<file path="src/rtl/fibo_seq_gen.sv">
`default_nettype none
// ============================================================================
//  Module      : fibo_seq_gen
//  Description : Fibonacci sequence generator with programmable seeds and
//                term count. One term is emitted per accepted valid/ready
//                transfer; the sequence stops after num_terms terms. Sums
//                either wrap modulo 2^WIDTH or saturate at all-ones.
//  Ports       : clk, reset (sync, active-high)
//                start, seed0, seed1, num_terms   - sequence request
//                out_ready                        - downstream back-pressure
//                out_valid, out_data, out_index   - term stream
//                busy, done, overflow             - status
//  Revision    : 1.0 - initial release
// ============================================================================
module fibo_seq_gen #(
  parameter int WIDTH    = 8,
  parameter int CNT_W    = 8,
  parameter int SATURATE = 0
) (
  input  logic             clk,
  input  logic             reset,
  input  logic             start,
  input  logic [WIDTH-1:0] seed0,
  input  logic [WIDTH-1:0] seed1,
  input  logic [CNT_W-1:0] num_terms,
  input  logic             out_ready,
  output logic             out_valid,
  output logic [WIDTH-1:0] out_data,
  output logic [CNT_W-1:0] out_index,
  output logic             busy,
  output logic             done,
  output logic             overflow
);

  typedef enum logic [1:0] {
    S_IDLE = 2'd0,
    S_RUN  = 2'd1,
    S_DONE = 2'd2
  } state_t;

  state_t           state_q, state_d;
  logic [WIDTH-1:0] a_q, a_d;
  logic [WIDTH-1:0] b_q, b_d;
  logic [CNT_W-1:0] idx_q, idx_d;
  logic [CNT_W-1:0] n_q, n_d;
  logic             ovf_q, ovf_d;
  // Output copies: they hold the last emitted term/index once the sequence
  // ends, while the internal a/idx registers keep advancing on the final
  // transfer.
  logic [WIDTH-1:0] data_q, data_d;
  logic [CNT_W-1:0] oidx_q, oidx_d;

  logic [WIDTH:0]   sum;
  logic [WIDTH-1:0] next_term;
  logic             last_term;

  assign sum       = {1'b0, a_q} + {1'b0, b_q};
  assign last_term = (idx_q == (n_q - CNT_W'(1)));

  generate
    if (SATURATE != 0) begin : g_sat
      assign next_term = sum[WIDTH] ? {WIDTH{1'b1}} : sum[WIDTH-1:0];
    end else begin : g_wrap
      assign next_term = sum[WIDTH-1:0];
    end
  endgenerate

  always_comb begin
    state_d = state_q;
    a_d     = a_q;
    b_d     = b_q;
    idx_d   = idx_q;
    n_d     = n_q;
    ovf_d   = ovf_q;
    data_d  = data_q;
    oidx_d  = oidx_q;

    case (state_q)
      S_IDLE: begin
        if (start) begin
          ovf_d = 1'b0;
          if (num_terms == '0) begin
            // Empty request still completes with a done pulse.
            state_d = S_DONE;
          end else begin
            state_d = S_RUN;
            a_d     = seed0;
            b_d     = seed1;
            idx_d   = '0;
            n_d     = num_terms;
            data_d  = seed0;
            oidx_d  = '0;
          end
        end
      end

      S_RUN: begin
        if (out_ready) begin
          a_d   = b_q;
          b_d   = next_term;
          idx_d = idx_q + CNT_W'(1);
          // The sum formed on the final transfer also counts toward overflow.
          if (sum[WIDTH]) begin
            ovf_d = 1'b1;
          end
          if (last_term) begin
            state_d = S_DONE;
          end else begin
            data_d = b_q;
            oidx_d = idx_q + CNT_W'(1);
          end
        end
      end

      S_DONE: begin
        state_d = S_IDLE;
      end

      default: begin
        state_d = S_IDLE;
      end
    endcase
  end

  always_ff @(posedge clk) begin
    if (reset) begin
      state_q <= S_IDLE;
      a_q     <= '0;
      b_q     <= '0;
      idx_q   <= '0;
      n_q     <= '0;
      ovf_q   <= 1'b0;
      data_q  <= '0;
      oidx_q  <= '0;
    end else begin
      state_q <= state_d;
      a_q     <= a_d;
      b_q     <= b_d;
      idx_q   <= idx_d;
      n_q     <= n_d;
      ovf_q   <= ovf_d;
      data_q  <= data_d;
      oidx_q  <= oidx_d;
    end
  end

  // All outputs decode registered state only: no path from out_ready.
  assign out_valid = (state_q == S_RUN);
  assign busy      = (state_q == S_RUN);
  assign done      = (state_q == S_DONE);
  assign out_data  = data_q;
  assign out_index = oidx_q;
  assign overflow  = ovf_q;

endmodule
`default_nettype wire

</file>
<file path="config.mk">
export PLATFORM = sky130hd
export DESIGN_NAME = fibo_seq_gen
export DESIGN_NICKNAME = d
export VERILOG_FILES = /design/src/rtl/fibo_seq_gen.sv
export SDC_FILE = /design/constraint.sdc
export NUM_CORES = 1
export LEC_CHECK = 0
export BUFFER_PORTS_ARGS = -buffer_cell sky130_fd_sc_hd__clkbuf_2
export CAP_MARGIN = 10
export CORE_MARGIN = 2
export CORE_UTILIZATION = 40
export CTS_CLUSTER_SIZE = 28
export DETAILED_ROUTE_END_ITERATION = 8
export SYNTH_ARGS = -nofsm -noshare
export SYNTH_HDL_FRONTEND = slang
export SYNTH_SLANG_ARGS = --single-unit
</file>
<file path="constraint.sdc">
create_clock -name clk -period 6.4 [get_ports clk]
set_input_delay 0 -clock clk [delete_from_list [all_inputs] [get_ports clk]]
set_output_delay 0 -clock clk [all_outputs]
set_load 0.1 [all_outputs]
</file>
=== After elaboration in Yosys (flattened, before gate mapping) ===
Cells that the tools add are included.

* Reductions and logical operators: 8
* Shift operators: 0
* Bitwise gates (word level): 1
* Div/mod/pow operators: 0
* Muxes and demuxes: 27
* Add/subtract/negate cells: 3
* Equality and inequality tests: 9
* Multiply operators: 0
* $lt $le $gt $ge: 0

{| class="wikitable"
|+ Operator list
! operator !! count
|-
| $mux W8 || 13
|-
| $pmux W8 S2 || 5
|-
| $add A8 B8 Y9 || 1
|-
| $add A8 B1 Y8 const B || 1
|-
| $eq A8 B8 Y1 || 1
|-
| $logic_not A8 Y1 || 1
|-
| $mux W2 || 4
|-
| $ne A2 B2 Y1 const B || 4
|-
| $reduce_and A4 Y1 || 2
|-
| $sub A8 B1 Y8 const B || 1
|-
| $reduce_and A3 Y1 || 2
|-
| $reduce_and A5 Y1 || 1
|-
| $ne A2 B1 Y1 const B || 2
|-
| $pmux W2 S2 || 1
|-
| $mux W1 || 3
|-
| $eq A2 B1 Y1 const B || 1
|-
| $eq A2 B2 Y1 const B || 1
|-
| $logic_not A2 Y1 || 1
|-
| $pmux W1 S2 || 1
|-
| $reduce_bool A2 Y1 || 1
|-
| $not A1 Y1 || 1
|}

* Bits of input ports: 28
* Flip-flop bits (word level): 51
* Memories: 0
* Latch bits: 0
* Bits in read-only memories: 0
* Output and inout port bits: 20
* Memory bits (writable): 0
* Logic and storage cells: 56

=== Depth between registers and ports, before layout ===
* Word-level depth: 5
* Mapped depth: 10
* Depth with buffers taken out: 9

=== Worst setup path after synthesis ===
No wires, ideal clock.

* Kind: register -> register
* From: reg state_q[1]
* To: reg oidx_q[0], in the netlist out_index[0]
* Data required time: 6.256 ns
* Data arrival time: 2.500 ns
* Clock period less this slack: 2.643 ns
* Library setup time: 0.144 ns
* Stages on the path, launching flop included: 11
* Buffers on the path: 4
* Path slack: 3.757 ns
* Cell sequence: dfxtp_1 clkbuf_1 nand2b_1 buf_2 clkinv_1 nand3_1 a2111o_2 and2_4 buf_6 buf_12 o32ai_2

* Word-level cells in the longest chain between the ends: 3
* Elaborated cells between the ends (all ways): 9
* Those cells by class: eq/ne (5); mux (1); reduce/logical (3)

{| class="wikitable"
|+ RTL lines
! what !! line !! text
|-
| from (decl) || 41 || <nowiki>state_t state_q, state_d;</nowiki>
|-
| from (signal assigned) || 136 || <nowiki>state_q <= state_d;</nowiki>
|-
| $eq A2 B1 Y1 (*) || -- ||
|-
| named net busy || 30 || <nowiki>output logic busy,</nowiki>
|-
| $ne A2 B2 Y1 (no line) / $reduce_bool A2 Y1 (equally long branches) || -- ||
|-
| $reduce_and A5 Y1 (no line) || -- ||
|-
| to (signal assigned) || 143 || <nowiki>oidx_q <= oidx_d;</nowiki>
|-
| to (decl) || 51 || <nowiki>logic [CNT_W-1:0] oidx_q, oidx_d;</nowiki>
|}

Mark *: on every way through the listed nets, which the timed path passes. The rest lies on a longest branch.
A chain may end at the register's enable or synchronous reset.

=== Worst setup path after layout ===
* From: reg n_q[0]
* To: reg data_q[5], in the netlist out_data[5]

* Word-level cells in the longest chain between the ends: 4

{| class="wikitable"
|+ RTL lines
! what !! line !! text
|-
| from (decl) || 45 || <nowiki>logic [CNT_W-1:0] n_q, n_d;</nowiki>
|-
| from (signal assigned) || 140 || <nowiki>n_q <= n_d;</nowiki>
|-
| $sub A8 B1 Y8 || 58 || <nowiki>assign last_term = (idx_q == (n_q - CNT_W'(1)));</nowiki>
|-
| $eq A8 B8 Y1 || 58 ||
|-
| $ne A2 B2 Y1 (no line) || -- ||
|-
| $reduce_and A5 Y1 (no line) || -- ||
|-
| to (signal assigned) || 142 || <nowiki>data_q <= data_d;</nowiki>
|-
| to (decl) || 50 || <nowiki>logic [WIDTH-1:0] data_q, data_d;</nowiki>
|}

No other way between the ends.

==> out/results.ini <==
[critical_path]
cp-start-kind=flip-flop
path_class=reg2reg
end_kind=flip-flop
critPathMaxFanout=16
crit_arrival_ps=2760
required_ps=6630

[placement]
post_dp_cell_area_um2=3130
port_buffers=47
dp_hpwl_um=4690
gp_congestion=0.799
dp_cells=453

[yosys]
synth_nets=364
synth-seq-cells=51
async_reset_ff_share_pct=0
synth.area.top_cells=dfxtp_1 (36%), mux2i_1 (6.7%), nor2_1 (5.5%)
synthCells=325
synth_edf_count=0
synth_cell_types=51
synthTopCellsByCount=dfxtp_1 (51), nor2_1 (42), a21oi_1 (24)
yosys_warnings=0
synth_ff_type=dfxtp_1
ys_seq_area_share_pct=35.8
syn_area_um2=2850
synth.largest_area_cell=dfxtp_1
yosys.cell_count.top_type=dfxtp_1
avgSynthCellArea_um2=8.77
synth_top_area_share_pct=35.8

[floorplanning]
io_pins=48
row_count=30
die_area_um2=7820
start_util_pct=41.7
dieWidth_um=88.4
core_um2=6830
die_height_um=88.4

[layout]
syn2layout_area_growth_pct=19.3
num_antenna_cells=0
fin_area_um2=3400
fin_cells=475
nNetsFinal=417
drive_gt1_share_pct=19.8

[global_route]
grt_usage_pct=18.7
grt_max_degree=48
grt_pass1_vias=2448
grt_pass1_wl_um=11600
antenna_found_initial=0
overflow=0

[clocking]
cts_hold_buf=14
postCtsSetupBuffers=0
cts-root-buf=clkbuf_8
path_clk_slew_ps=100
cts.sinks=51
clk_latency_ps=310
cts_resized=0
cts_buffers=5
cts_tree=built
h-tree-depth=2
ctsLongestPathBuffers=2

[sta]
finalCriticalPeriod_ps=2530
final-max-slew-violation-count=0
rsz0062_at_grt=no
hold_viol=0
worst_slew_pin_slew_ps=1030
timing.hold.ws_ps=16.5
setup_violations=0
fmaxAchievable_ghz=0.395
slew_headroom_pct=31.3
tns_ps=0
finalCritPeriodShare_pct=39.6
finClkSkew_ps=11.5

[power_and_ir_drop]
peakVddDrop_mv=0.110
power.density_nw_per_um2=239
power.leakage_nw=1.38

[routing]
drt_wl_total_um=6720
drc=0
vias=2529
viasPerCell=5.32
drtIter0Drc=109
firstDrtPassIters=4
postRouteAntennaNets=0
wl_per_cell_um=14.2

[job]
maxCapViolCount=0

[min_path]
min_path_type=in2reg

[outcome]
status=completed

## metrics by stage
stage / setup WS, ps / util [%] / total power [mW]
after floorplan: 3760 / - / 0.508
after global placement: 3990 / 45.8 / 0.544
after detailed placement: 3890 / 45.8 / 0.547
after CTS: 3880 / 49.8 / 0.820
after global routing: 3610 / 49.8 / 0.855
final: 3870 / 49.8 / 0.813
## registers in the layout, indices dropped and copies added (netlist names)
name	cells
a_q	8
b_q	8
idx_q	8
n_q	8
out_data	8
out_index	8
state_q	2
overflow	1
## worst paths after layout
path / to / slack (ps) / depth (start not counted) / start
worst max-delay path: out_data[5] / 3870 / 8 / n_q[0]
worst min-delay path: b_q[6] / 20 / 3 / seed1[6]
worst max register to register: out_data[5] / 3870 / 8 / n_q[0]
worst min register to register: out_index[4] / 500 / 2 / out_index[4]
## logic make-up (layout without fill, tap and decap cells)
| family | count (synthesis) | count (layout) | synth area share, % |
|---|---|---|---|
| adders and majority gates | 11 | 11 | 5.09 |
| buffers and inverters | 36 | 90 | 6.06 |
| muxes | 19 | 19 | 6.67 |
| DFF | 51 | 51 | 35.8 |
| AOI/OAI and AO/OA | 88 | 88 | 23.4 |
| xor gates and xnor gates | 18 | 18 | 5.53 |
| and+or+nand+nor | 102 | 102 | 17.4 |
## critical path: stages, from the launching register on
cell,delay [ps]
dfxtp_1,420
inv_1,70
ha_1,260
o21ba_1,190
a221oi_1,280
a41oi_1,110
a2111o_2,590
and2_4,280
a211oi_1,260
## layout by cell type (no fill, tap or decap), types with 4 or more instances in the layout
cell,count
a21oi_1,23
clkbuf_8,5
nor3_1,9
o32ai_2,8
nand2_1,19
nor2b_1,5
o21ai_0,14
nor2_1,42
xnor2_1,15
dfxtp_1,51
inv_1,17
nand3_1,5
clkbuf_2,47
ha_1,10
nor3b_1,4
a211oi_1,18
dlygate4sd3_1,14
mux2i_1,19
## per-layer routing
layer / vias to the layer above / GRT usage [%] / share of wire, %
li1: 1278 / - / -
met1: 1185 / 26.4 / 50
met2: 57 / 29.5 / 44
met3: 9 / 2.80 / 3.9
met4: 0 / 5.79 / 1.5
met5: - / 0 / 0
## power breakdown
| group | internal, mW | switching [mW] |
|---|---|---|
| Combinational | 0.0675 | 0.125 |
| Clock | 0.156 | 0.111 |
| Sequential | 0.336 | 0.0160 |
| Total | 0.560 | 0.253 |
## layout make-up
class | instances | area (um2)
well taps | 96 | 120
fillers | 679 | 3430
inverters | 18 | 67.6
clock inverters | 2 | 60.1
clock buffers | 6 | 72.6
repair buffers | 64 | 398
multi-input cells | 238 | 1660
flip-flops and latches | 51 | 1020
Power figures use the tool's default switching activity.
